--- config.mk ---
export PLATFORM = sky130hd
export DESIGN_NAME = memory_buffer_dp_flat
export DESIGN_NICKNAME = d
export VERILOG_FILES = /design/src/rtl/memory_buffer_dp_pkg.sv /design/src/rtl/memory_buffer_dp_if.sv /design/src/rtl/memory_buffer_dp_memory_array.sv /design/src/rtl/memory_buffer_dp.sv /design/src/flat_wrapper.sv
export SDC_FILE = /design/constraint.sdc
export NUM_CORES = 1
export LEC_CHECK = 0
export CAP_MARGIN = 20
export CORE_ASPECT_RATIO = 0.5
export CORE_MARGIN = 2
export CORE_UTILIZATION = 59
export CTS_BUF_LIST = sky130_fd_sc_hd__clkbuf_8
export DETAILED_ROUTE_END_ITERATION = 10
export GPL_TIMING_DRIVEN = 0
export HOLD_SLACK_MARGIN = 0.08
export MAX_ROUTING_LAYER = met4
export PLACE_DENSITY_LB_ADDON = 0.05
export SLEW_MARGIN = 20
export SYNTH_ARGS = -nofsm -noshare
export SYNTH_HDL_FRONTEND = slang
export SYNTH_SLANG_ARGS = --single-unit
--- constraint.sdc ---
create_clock -name CLK -period 3.5 [get_ports CLK]
set_clock_uncertainty 0.2 [all_clocks]
set_input_delay 0.525 -clock CLK [delete_from_list [all_inputs] [get_ports CLK]]
set_output_delay 0.525 -clock CLK [all_outputs]
set_load 0.01 [all_outputs]
--- src/rtl/memory_buffer_dp_pkg.sv ---
// ---------------------------------------------------------------------------
// memory_buffer_dp_pkg
//   Shared definitions for the dual-port buffer memory.
//   - Default geometry (data width, address width, depth).
//   - Occupancy counter width.
//   - access_t / decode_access(): resolves one cycle's read/write request
//     against the valid bits into exactly one outcome per port.
// ---------------------------------------------------------------------------
package memory_buffer_dp_pkg;

    localparam int DATA_WIDTH    = 8;
    localparam int ADDRESS_WIDTH = 3;
    // Must equal 2**ADDRESS_WIDTH: addresses wrap with no out-of-range case.
    localparam int BUFFER_DEPTH  = 8;
    localparam int OCC_WIDTH     = ADDRESS_WIDTH + 1;

    typedef struct packed {
        logic rd_hit;   // read of a valid entry: deliver word, clear valid
        logic rd_miss;  // read of an empty entry: readErr
        logic bypass;   // same-address read+write on an empty entry
        logic wr_ok;    // write committed to the array, valid set
        logic wr_err;   // write blocked by an occupied entry: writeErr
    } access_t;

    // same_addr means addressRead == addressWrite, in which case
    // valid_r and valid_w refer to the same bit.
    function automatic access_t decode_access(
        input logic en,
        input logic wr,
        input logic rd,
        input logic same_addr,
        input logic valid_r,
        input logic valid_w
    );
        access_t a;
        logic    collide;
        collide   = en & rd & wr & same_addr;
        a.rd_hit  = en & rd & valid_r;
        a.bypass  = collide & ~valid_r;
        a.rd_miss = en & rd & ~valid_r & ~collide;
        // On a collision with a valid entry the read frees the slot first,
        // so the write is accepted; on an empty entry the word is bypassed
        // to the output and never committed.
        a.wr_ok   = collide ? valid_r : (en & wr & ~valid_w);
        a.wr_err  = en & wr & valid_w & ~collide;
        return a;
    endfunction

endpackage

--- src/rtl/memory_buffer_dp_if.sv ---
// ---------------------------------------------------------------------------
// memory_buffer_dp_if
//   Request/response bundle between a requester (FIFO controller or tester)
//   and the buffer memory.
//   master: drives ENB, sWrite, sRead, addressWrite, addressRead, inputData;
//           observes outputData, dataValid, readErr, writeErr, occupancy,
//           full, empty.
//   slave : the buffer memory itself (reverse directions).
// ---------------------------------------------------------------------------
interface memory_buffer_dp_if
    import memory_buffer_dp_pkg::*;
#(
    parameter int DW = DATA_WIDTH,
    parameter int AW = ADDRESS_WIDTH
);
    logic          ENB;
    logic          sWrite;
    logic          sRead;
    logic [AW-1:0] addressWrite;
    logic [AW-1:0] addressRead;
    logic [DW-1:0] inputData;
    logic [DW-1:0] outputData;
    logic          dataValid;
    logic          readErr;
    logic          writeErr;
    logic [AW:0]   occupancy;
    logic          full;
    logic          empty;

    modport master (
        output ENB, sWrite, sRead, addressWrite, addressRead, inputData,
        input  outputData, dataValid, readErr, writeErr, occupancy, full, empty
    );

    modport slave (
        input  ENB, sWrite, sRead, addressWrite, addressRead, inputData,
        output outputData, dataValid, readErr, writeErr, occupancy, full, empty
    );
endinterface

--- src/rtl/memory_buffer_dp_memory_array.sv ---
// ---------------------------------------------------------------------------
// memory_array
//   Storage only: one synchronous write port, one asynchronous read port.
//   No reset; contents survive a buffer reset (only the valid bits, held in
//   the parent, are cleared).
//   Ports: clk, we_i, waddr_i, wdata_i (write); raddr_i -> rdata_o (read).
// ---------------------------------------------------------------------------
module memory_array #(
    parameter int DW    = 8,
    parameter int AW    = 3,
    parameter int DEPTH = 8
) (
    input  logic          clk,
    input  logic          we_i,
    input  logic [AW-1:0] waddr_i,
    input  logic [DW-1:0] wdata_i,
    input  logic [AW-1:0] raddr_i,
    output logic [DW-1:0] rdata_o
);
    logic [DW-1:0] mem_q [DEPTH];

    always_ff @(posedge clk) begin
        if (we_i) begin
            mem_q[waddr_i] <= wdata_i;
        end
    end

    // Asynchronous read: the parent registers the word, giving the
    // one-cycle read latency and read-before-write on a collision.
    assign rdata_o = mem_q[raddr_i];
endmodule

--- src/rtl/memory_buffer_dp.sv ---
// ---------------------------------------------------------------------------
// memory_buffer_dp
//   Dual-port buffer memory, responder side of the sRead/sWrite interface.
//   Each entry has a valid bit: a write sets it, a read clears it.
//   Ports:
//     CLK      clock, all state changes on posedge
//     RESET_L  asynchronous active-low reset (clears valid bits and outputs,
//              not the array contents)
//     bus      memory_buffer_dp_if.slave: requests in; registered
//              outputData/dataValid/readErr/writeErr/occupancy out,
//              combinational full/empty.
// ---------------------------------------------------------------------------
module memory_buffer_dp
    import memory_buffer_dp_pkg::*;
#(
    parameter int DW    = DATA_WIDTH,
    parameter int AW    = ADDRESS_WIDTH,
    parameter int DEPTH = BUFFER_DEPTH
) (
    input  logic              CLK,
    input  logic              RESET_L,
    memory_buffer_dp_if.slave bus
);
    localparam int OW = AW + 1;

    logic [DEPTH-1:0] valid_q, valid_d;
    logic [DW-1:0]    outputData_q, outputData_d;
    logic             dataValid_q, dataValid_d;
    logic             readErr_q, readErr_d;
    logic             writeErr_q, writeErr_d;
    logic [OW-1:0]    occupancy_q, occupancy_d;

    logic [DW-1:0]    mem_rdata;
    access_t          acc;

    // -----------------------------------------------------------------------
    // Access decode
    // -----------------------------------------------------------------------
    always_comb begin
        acc = decode_access(bus.ENB, bus.sWrite, bus.sRead,
                            bus.addressRead == bus.addressWrite,
                            valid_q[bus.addressRead],
                            valid_q[bus.addressWrite]);
    end

    memory_array #(
        .DW    (DW),
        .AW    (AW),
        .DEPTH (DEPTH)
    ) u_array (
        .clk     (CLK),
        .we_i    (acc.wr_ok),
        .waddr_i (bus.addressWrite),
        .wdata_i (bus.inputData),
        .raddr_i (bus.addressRead),
        .rdata_o (mem_rdata)
    );

    // -----------------------------------------------------------------------
    // Valid bits: clear on read hit, then set on accepted write, so a
    // same-address hit+write leaves the entry valid.
    // -----------------------------------------------------------------------
    for (genvar gi = 0; gi < DEPTH; gi++) begin : g_valid
        always_comb begin
            valid_d[gi] = valid_q[gi];
            if (acc.rd_hit && bus.addressRead == AW'(gi)) begin
                valid_d[gi] = 1'b0;
            end
            if (acc.wr_ok && bus.addressWrite == AW'(gi)) begin
                valid_d[gi] = 1'b1;
            end
        end
    end

    // -----------------------------------------------------------------------
    // Output and counter next-state
    // -----------------------------------------------------------------------
    always_comb begin
        outputData_d = outputData_q;
        if (acc.rd_hit) begin
            outputData_d = mem_rdata;
        end else if (acc.bypass) begin
            outputData_d = bus.inputData;
        end
        dataValid_d = acc.rd_hit | acc.bypass;
        readErr_d   = acc.rd_miss;
        writeErr_d  = acc.wr_err;
        // Valid bits bound the count to 0..DEPTH, so no saturation needed.
        occupancy_d = occupancy_q + OW'(acc.wr_ok) - OW'(acc.rd_hit);
    end

    always_ff @(posedge CLK or negedge RESET_L) begin
        if (!RESET_L) begin
            valid_q      <= '0;
            outputData_q <= '0;
            dataValid_q  <= 1'b0;
            readErr_q    <= 1'b0;
            writeErr_q   <= 1'b0;
            occupancy_q  <= '0;
        end else begin
            valid_q      <= valid_d;
            outputData_q <= outputData_d;
            dataValid_q  <= dataValid_d;
            readErr_q    <= readErr_d;
            writeErr_q   <= writeErr_d;
            occupancy_q  <= occupancy_d;
        end
    end

    assign bus.outputData = outputData_q;
    assign bus.dataValid  = dataValid_q;
    assign bus.readErr    = readErr_q;
    assign bus.writeErr   = writeErr_q;
    assign bus.occupancy  = occupancy_q;
    assign bus.full       = (occupancy_q == OW'(DEPTH));
    assign bus.empty      = (occupancy_q == '0);
endmodule
--- src/flat_wrapper.sv ---
// flat-port wrapper written by rule: the top's interface ports become plain ports
module memory_buffer_dp_flat import memory_buffer_dp_pkg::*;
#(
    parameter int DW    = DATA_WIDTH,
    parameter int AW    = ADDRESS_WIDTH,
    parameter int DEPTH = BUFFER_DEPTH
)
  (CLK, RESET_L, bus_ENB, bus_sWrite, bus_sRead, bus_addressWrite, bus_addressRead, bus_inputData, bus_outputData, bus_dataValid, bus_readErr, bus_writeErr, bus_occupancy, bus_full, bus_empty);
  memory_buffer_dp_if #(.DW(DW), .AW(AW)) bus_i ();
  input  logic CLK;
  input  logic RESET_L;
  input wire logic [$bits(bus_i.ENB)-1:0] bus_ENB;
  input wire logic [$bits(bus_i.sWrite)-1:0] bus_sWrite;
  input wire logic [$bits(bus_i.sRead)-1:0] bus_sRead;
  input wire logic [$bits(bus_i.addressWrite)-1:0] bus_addressWrite;
  input wire logic [$bits(bus_i.addressRead)-1:0] bus_addressRead;
  input wire logic [$bits(bus_i.inputData)-1:0] bus_inputData;
  output wire logic [$bits(bus_i.outputData)-1:0] bus_outputData;
  output wire logic [$bits(bus_i.dataValid)-1:0] bus_dataValid;
  output wire logic [$bits(bus_i.readErr)-1:0] bus_readErr;
  output wire logic [$bits(bus_i.writeErr)-1:0] bus_writeErr;
  output wire logic [$bits(bus_i.occupancy)-1:0] bus_occupancy;
  output wire logic [$bits(bus_i.full)-1:0] bus_full;
  output wire logic [$bits(bus_i.empty)-1:0] bus_empty;
  assign bus_i.ENB = bus_ENB;
  assign bus_i.sWrite = bus_sWrite;
  assign bus_i.sRead = bus_sRead;
  assign bus_i.addressWrite = bus_addressWrite;
  assign bus_i.addressRead = bus_addressRead;
  assign bus_i.inputData = bus_inputData;
  assign bus_outputData = bus_i.outputData;
  assign bus_dataValid = bus_i.dataValid;
  assign bus_readErr = bus_i.readErr;
  assign bus_writeErr = bus_i.writeErr;
  assign bus_occupancy = bus_i.occupancy;
  assign bus_full = bus_i.full;
  assign bus_empty = bus_i.empty;
  memory_buffer_dp #(.DW(DW), .AW(AW), .DEPTH(DEPTH)) u_core (.CLK(CLK), .RESET_L(RESET_L), .bus(bus_i));
endmodule
### After elaboration in Yosys (flattened, before gate mapping)

Memories as Yosys holds them, arrays and structs flattened.
Index checks and enable logic that the tools add are counted.

* bits in registers: 23
* memory bits (writable): 64
* bits of input ports: 19
* output and inout bits: 17
* logic and storage cells: 102
* memories: 1

Memory list
* u_core.u_array.mem_q: depth 8, bits a word 8, read ports 1, clocked after memory_dff 0, write ports 1, RTL line memory_buffer_dp_memory_array.sv:20 `logic [DW-1:0] mem_q [DEPTH];`

* add/sub/neg operators: 2
* order comparisons: 2
* eq/ne operators: 16
* muxes and demuxes: 25
* bitwise operators: 15
* reductions and logical operators: 28

Operators by type and width (number)
* equality test 3 bit (second input constant): 8
* 2-to-1 mux 1 bit: 21
* nonzero test 2 bit: 9
* logical AND 1 bit: 16
* 2-to-1 mux 8 bit: 2
* equality test 3 x 2 -> 1 bit (second input constant): 4
* bitwise AND 1 bit: 11
* less-than comparator 3 x 4 -> 1 bit (second input constant): 2
* binary-select mux 1 bit (select 3 bit): 2
* equality test 3 x 1 -> 1 bit (second input constant): 2
* logical NOT 3 bit: 2
* adder 4 x 1 -> 4 bit: 1
* equality test 4 bit (second input constant): 1
* logical NOT 4 bit: 1
* subtractor 4 x 1 -> 4 bit: 1
* equality test 3 bit: 1
* NOT 1 bit: 3
* OR 1 bit: 1

### Depth between registers and ports, before layout

* word-level depth: 7
* mapped depth: 11
* gate-level depth less buffers: 9

### By module

From an unflattened synthesis, not the netlist that was laid out.

* cells, all modules: 249
* area total of the unflattened synthesis: 4081.4 µm²

Modules (own cells, without submodules)
* memory_array: times used 1, cells each 106, area each 2531.2 µm², seq. area each 1921.8 µm²
* memory_buffer_dp: times used 1, cells each 143, area each 1550.2 µm², seq. area each 575.6 µm²

### Worst setup path before layout

OpenSTA, ideal clock, no wires.

* kind: input port to flip-flop
* start point: in bus_addressRead[1]
* end point: reg u_core.occupancy_q[2], in the netlist u_core.bus.occupancy[2]
* library setup time: 123 ps
* arrival: 2497 ps
* required time: 3177 ps
* path slack: 681 ps
* cell stages on the path: 11
* buffers on the path: 2
* cell sequence: buf_6 mux2_2 o22a_1 nand4_2 clkbuf_1 nand2_1 nand2_1 ha_1 inv_1 fa_1 xnor2_1

* cells in the longest elaborated chain, start to end: 5
* elaborated cells on any way between the ends: 8
* classes of those cells: add/sub: 2; eq/ne: 1; mux: 3; bitwise: 2

RTL lines
* from (decl): RTL line flat_wrapper.sv:16 `input wire logic [$bits(bus_i.addressRead)-1:0] bus_addressRead;`
* binary-select mux 1 bit (select 3 bit) / equality test 3 bit (equally long branches): RTL line memory_buffer_dp.sv:42, memory_buffer_dp.sv:41
* 2-to-1 mux 1 bit (implied by the code) / bitwise AND 1 bit (equally long branches): RTL line memory_buffer_dp.sv:42, memory_buffer_dp_pkg.sv:37
* 2-to-1 mux 1 bit: RTL line memory_buffer_dp_pkg.sv:44 `a.wr_ok = collide ? valid_r : (en & wr & ~valid_w);`
* adder 4 x 1 -> 4 bit: RTL line memory_buffer_dp.sv:89 `occupancy_d = occupancy_q + OW'(acc.wr_ok) - OW'(acc.rd_hit);`
* subtractor 4 x 1 -> 4 bit (*): RTL line memory_buffer_dp.sv:89
* named net u_core.occupancy_d[2]: RTL line memory_buffer_dp.sv:31 `logic [OW-1:0] occupancy_q, occupancy_d;`
* to (signal assigned): RTL line memory_buffer_dp.sv:106 `occupancy_q <= occupancy_d;`
* to (decl): RTL line memory_buffer_dp.sv:31

Mark *: on every way through the listed nets, which the timed path passes. The rest lies on a longest branch. The select of a mux whose other input is x is not followed.
A chain may end at the register's enable or synchronous reset.

### Worst setup path in the final report

* start point: in bus_addressRead[2]
* end point: mem u_core.u_array.mem_q[1][1], enable pin

* cells in the longest elaborated chain, start to end: 5
* elaborated cells on any way between the ends: 7
* classes of those cells: eq/ne: 1; mux: 5; bitwise: 1

RTL lines
* binary-select mux 1 bit (select 3 bit) / equality test 3 bit (equally long branches): RTL line memory_buffer_dp.sv:42, memory_buffer_dp.sv:41
* 2-to-1 mux 1 bit (implied by the code) / bitwise AND 1 bit (equally long branches): RTL line memory_buffer_dp.sv:42, memory_buffer_dp_pkg.sv:37
* 2-to-1 mux 1 bit (*): RTL line memory_buffer_dp_pkg.sv:44
* 2-to-1 mux 1 bit (*): RTL line memory_buffer_dp_memory_array.sv:23 `if (we_i) begin`
* 2-to-1 mux 1 bit (implied by the code) (*): RTL line memory_buffer_dp_memory_array.sv:24 `mem_q[waddr_i] <= wdata_i;`
* to (decl): RTL line memory_buffer_dp_memory_array.sv:20

Every way passes the cells marked *; elsewhere a longest branch is shown, timed or not. The select of a mux whose other input is x is not followed.

==> metrics.cfg <==
[run_status]
status = completed

[timing]
slew-limit-headroom = 0.390
timing.final.crit_period_ps = 3330
final_max_slew_viol_count = 0
finalHoldViolations = 0
max_freq_mhz = 301
tightest_slew_ps = 912
setup_viol_count_final = 0
layout_worst_path_cycle_share = 0.951
timing.setup.tns_ps = 0
rsz0062_at_grt = false

[synth]
yosys_warnings = 0
synthTopCellsByArea = edfxtp_1 (51%), dfrtp_1 (15%), mux4_2 (11%), mux2i_1 (2.4%), ha_1 (1.7%)
synth-edff-count = 64
yosysSeqAreaShare = 0.663
async_flop_share = 0.264
syn_inst = 230
ys_top_cells_by_count = edfxtp_1 (64), dfrtp_1 (23), mux4_2 (18)
ys_ff_latch = 87
yosys.area.top_type_share = 0.510
synth_most_common_cell = edfxtp_1
post_synth_instance_area_sq_um = 3770
synthDistinctLibCells = 39
synth.largest_area_cell = edfxtp_1
syn_avg_cell_area_sq_um = 16.4
synth_flop_cell = edfxtp_1
syn-num-nets = 255

[clock_network]
cts_max_level = 3
cts_root_buffer = clkbuf_8
cts.path.max_buffers = 2
tritoncts.num_buffers = 9
clk-insertion-delay-late_ps = 350
tritoncts_clock_tree = built
tritoncts_sinks = 87
cts_post_setup_buffers_inserted = 0
clk_pin_slew_ps = 80

[global_route]
grt_pass1_vias = 2148
groute.usage.overall = 0.248
pin_count_of_the_biggest_net_entering_global_routing = 24
initial_antenna_violation_count = 0
grt_first_pass_wirelength_mm = 11.8
grt.overflow.total = 0

[route]
firstDrtPassIters = 4
vias_per_cell = 6.01
totalWireLength_mm = 7.54
dr.first_iter.drc_count = 144
met3_wirelength_um = 476
routed_antenna_nets = 0
via_count = 2206
dr_wl_met2_mm = 3.51
wl_met1_mm = 3.47
avg_wl_per_cell_um = 20.5
top_signal_layer_used = met4
drt_drc_violations_left = 0

[final_layout]
nNetsFinal = 299
final_util = 0.723
multiInputGateArea_sq_um = 1210
syn2layout_area_growth_pct = 17.2
post_route_cells_drive_above_1_share = 0.194
antennaDiodeCount = 0
fillers = 406
register_area_sq_um = 2500

[floorplan]
rows = 20
floorplan_die_height_um = 60.5
boundaryPins = 36
core_region_area_sq_um = 6110
effective_utilization_at_floorplan = 0.617
design.die.area_sq_um = 7080
fp.dieW_um = 117

[hold_path]
timing.hold.worst.class = in -> reg

[job]
drv.max_cap_violation_count = 0

[setup_path]
crit_path_top_delay_cell = nor2_1
worstPathMaxFanout = 10
kind_of_start_point_of_the_critical_path = input port
cp.arrival_ps = 3110
worst_setup_path_end_kind = flip-flop
critical_path_required_ps = 3280
cp_common_cell = nor2_1
criticalPathCategory = in -> reg
crit_path_cell_trace = clkdlybuf4s50_1, clkbuf_2, nor2_1, a2bb2oi_2, and3_1, o21bai_1, nor2_1
cpPeakStageDelay_ps = 770

[power]
worst_ir_drop_vdd_mv = 0.384
combinationalPowerShare = 0.245
clock_power_share = 0.252
internal_power_mw = 1.91
sequentialPowerShare = 0.504
cellPowerDensity_nw_per_um2 = 598
switching_power_mw = 0.728
p_sw_frac = 0.276
total_power_mw = 2.64
leakage_power_nw = 1.52

[place]
gp_congestion = 0.896
hpwl_after_detailed_placement_mm = 4.99
port-buffer-count = 32

[placed cells by master (no fill, tap or decap), types with 3 or more instances in the layout]
cell and n:
a211oi_1 8, a21oi_1 9, buf_2 3, clkbuf_1 4, clkbuf_8 9, clkdlybuf4s50_1 31
dfrtp_1 23, edfxtp_1 64, ha_1 5, inv_1 8, mux2_2 4, mux2i_1 9
mux4_2 18, nand2_1 5, nand2b_1 4, nor2_1 6, nor2_2 4, nor2b_1 8
o21ai_0 8, o31ai_1 8, xor2_1 4
[flip-flops by register name, summed over array words and instances (netlist names)]
signal and cells:
u_core.bus.dataValid 1, u_core.u_array.mem_q 64, u_core.bus.occupancy 4, u_core.bus.readErr 1
u_core.valid_q 8, u_core.bus.writeErr 1, u_core.bus.outputData 8
[critical path: cells and delay by family]
family	cells	cell delay (ps)
buffers and inverters	2	880
and+or+nand+nor	3	1150
AOI/OAI and AO/OA	2	540
[area by class of cell]
cell class,count,area share
clock buffer,9,0.0281
inverter,7,0.00595
sequential,87,0.566
buffer,11,0.0139
clock inverter,7,0.0145
multi-input combinational,125,0.273
timing repair buffer,33,0.0737
tap,88,0.0249
[power groups by stage]
stage,registers (mW),logic [mW],clock network [mW]
after floorplan,1.36,0.350,0
after global placement,1.35,0.624,0
after detailed placement,1.35,0.647,0
after CTS,1.33,0.652,0.672
after global routing,1.35,0.724,0.717
final,1.33,0.646,0.664
[kinds of logic after synthesis]
| family | synth area share |
|---|---|
| flops | 0.663 |
| xor+xnor | 0.0116 |
| mux | 0.144 |
| simple gates | 0.0608 |
| fa+ha+maj | 0.0219 |
| buf+inv | 0.0219 |
| compound gates | 0.0771 |
[worst paths after layout]
check | slack, ps | cells past startpoint | from | to
hold reg to reg | 340 | 2 | u_core.valid_q[7] | u_core.valid_q[7]
setup / recovery | 170 | 7 | bus_addressRead[2] | u_core.u_array.mem_q[1][1]
setup reg to reg | 790 | 10 | u_core.valid_q[4] | u_core.bus.occupancy[2]
hold / removal | 270 | 2 | bus_addressWrite[1] | u_core.valid_q[0]
max in group asynchronous | 2210 | 2 | RESET_L | u_core.bus.outputData[6]
min in group asynchronous | 510 | 2 | RESET_L | u_core.bus.occupancy[1]
[metrics by stage]
| stage | setup WS [ps] | area (sq um) | hold slack (ps) | cells |
|---|---|---|---|---|
| 2_1_floorplan | 681 | 3770 | 29.4 | 230 |
| 3_3_place_gp | -730 | 4200 | 310 | 350 |
| 3_5_place_dp | -488 | 4200 | 321 | 350 |
| 4_1_cts | -21.0 | 4410 | 257 | 367 |
| 5_1_grt | 13.0 | 4410 | 276 | 367 |
| 6_report | 172 | 4410 | 267 | 367 |
[what timing repair did]
item                       4_1_cts  5_1_grt
gates resized for setup          5        3
hold buffers                     1        0
setup endpoints to repair       35       35
pin swaps                        0        0
hold endpoints to repair        23        0
[layer usage]
layer | vias up | GRT usage
met5 | - | -
met4 | 0 | 0.0756
met3 | 8 | 0.0589
met2 | 71 | 0.364
met1 | 1140 | 0.353
li1 | 987 | -
No activity file was read; power rests on OpenSTA's default activity.
==> patch (config.mk and constraints unchanged) <==
`outputData_q` no longer has a reset.
--- a/src/rtl/memory_buffer_dp.sv
+++ b/src/rtl/memory_buffer_dp.sv
@@ -93,5 +93,4 @@
         if (!RESET_L) begin
             valid_q      <= '0;
-            outputData_q <= '0;
             dataValid_q  <= 1'b0;
             readErr_q    <= 1'b0;
@@ -100,5 +99,4 @@
         end else begin
             valid_q      <= valid_d;
-            outputData_q <= outputData_d;
             dataValid_q  <= dataValid_d;
             readErr_q    <= readErr_d;
@@ -106,4 +104,8 @@
             occupancy_q  <= occupancy_d;
         end
+    end
+
+    always_ff @(posedge CLK) begin
+        outputData_q <= outputData_d;
     end
 
Function: changed (Yosys sat finds a counterexample within 4 cycles, from zero or initial values and one cycle with RESET_L low).
==> patch against the original RTL <==
Via count is 6.6% higher; worst hold slack improved by 0.11 ns; routed wire length is 9.8% higher; total power fell by 2.5%; utilization is 1.9 points lower; final cell count rose by 3.8%; register-to-register slack improved by 0.04 ns; area after synthesis is 5.8% higher; cell area increased by 5.6%; combinational power fell by 22%; sequential cell count did not move; critical path depth up 3; setup slack improved by 0.20 ns.
==> patch: results (changes against the original RTL) <==
Pleak=1.70 nW (was 1.52 nW); vias after detailed routing=2351 (was 2206); inverters=6 (was 7); vias in the first global route=2281 (was 2148); drt wl/cell=21.7 um (was 20.5 um); Tot GR Track Use=24.6% (was 24.8%); synth cell count leaders=72 x edfxtp_1, 17 x mux2_2, 17 x nand4_1 (was 64 x edfxtp_1, 23 x dfrtp_1, 18 x mux4_2); Worst VDD drop=0.354 mV (was 0.384 mV); comb pwr=0.507 mW (was 0.646 mW); Sequential Area=0.00254 sq mm (was 0.00250 sq mm); WL met3=541 um (was 476 um); Filler cells=447 (was 406); asr flop ratio synth=17.2% (was 26.4%); sequential logic power=1.26 mW (was 1.33 mW); met1 WL=3.83 mm (was 3.47 mm); post-CTS setup buffer count=0 (unchanged); Clock buf/inv share=4.99% (was 4.25%); DRT Wirelength=8.28 mm (was 7.54 mm); met2 WL=3.86 mm (was 3.51 mm); WP data arrival=3.20 ns (was 3.11 ns); DRT Pass-1 Iters=5 (was 4); nets=309 (was 299); post-cts gate resize count=0 (was 5); multi-input gate count=135 (was 125); P_clk=0.807 mW (was 0.664 mW); Tightest Pin Transition=0.736 ns (was 0.912 ns); total net switching power=0.694 mW (was 0.728 mW); sequential-to-total area share from yosys stat=63.7% (was 66.3%); largest cells by area after synthesis=edfxtp_1 54%, dfrtp_1 9.4%, mux4_1 6.6%, mux2_2 4.8%, mux4_2 4.5% (was edfxtp_1 51%, dfrtp_1 15%, mux4_2 11%, mux2i_1 2.4%, ha_1 1.7%); HPWL after detailed placement=5.48 mm (was 4.99 mm); status=finished clean (unchanged); Signal buf overhead=9.15% (was 8.76%); FF+latch count=87 (unchanged); drt initial violations=216 (was 144); post-synth cell types=37 (was 39); critical path's slowest cell=clkdlybuf4s50_1 (was nor2_1); Post-Syn Area per Cell=16.6 sq um (was 16.4 sq um); Syn Nets=265 (was 255); Clock Tree Buf Depth=2 (unchanged); first-pass GRT wire length=12.9 mm (was 11.8 mm); num tapcells=92 (was 88); multi-input combinational area share=28.5% (was 27.3%); placed cells=365 (was 350)
[patch: cell count changes in the layout (fill, tap and decap cells not counted), moves of 9 or more]
| cell | delta |
|---|---|
| nand4_1 | +17 |
| mux2_2 | +13 |
| mux4_1 | +10 |
| mux4_2 | -10 |
| nand2_1 | +9 |
[patch: worst paths after layout]
path	slack (ns)	from	depth (start not counted)	endpoint
max	0.38	bus_addressRead[2]	10	u_core.bus.occupancy[3]
min	0.37	u_core.valid_q[1]	2	u_core.valid_q[1]
max reg2reg	0.83	u_core.valid_q[5]	9	u_core.bus.occupancy[3]
min reg2reg	0.37	u_core.valid_q[1]	2	u_core.valid_q[1]
max in group asynchronous	2.23	RESET_L	1	u_core.bus.occupancy[1]
min in group asynchronous	0.40	RESET_L	1	u_core.valid_q[6]
[patch: kinds of logic after synthesis]
family,synth area share [%]
AND/OR/NAND/NOR,9.67
XOR/XNOR,1.32
flip-flops,63.7
adder cells (fa/ha/maj),2.07
buffers and inverters,3.05
multiplexers,17.2
AO/OA/AOI/OAI,2.98
[patch: metal layers]
layer  global-route usage (%)  vias to the layer above
met3                     5.33                        6
met2                     35.9                       93
li1                         -                     1041
met1                     36.7                     1211
met5                        -                        -
met4                     4.80                        0
[patch: stage by stage]
step / setup TNS [ns] / cell area, sq um / utilization (%) / worst slack [ns]
2_1_floorplan: 0 / 3990 / - / 0.781
3_3_place_gp: -2.14 / 4420 / 66.8 / -0.256
3_5_place_dp: 0 / 4430 / 66.9 / 0.0410
4_1_cts: 0 / 4660 / 70.4 / 0.387
5_1_grt: 0 / 4660 / 70.4 / 0.267
6_report: 0 / 4660 / 70.4 / 0.375
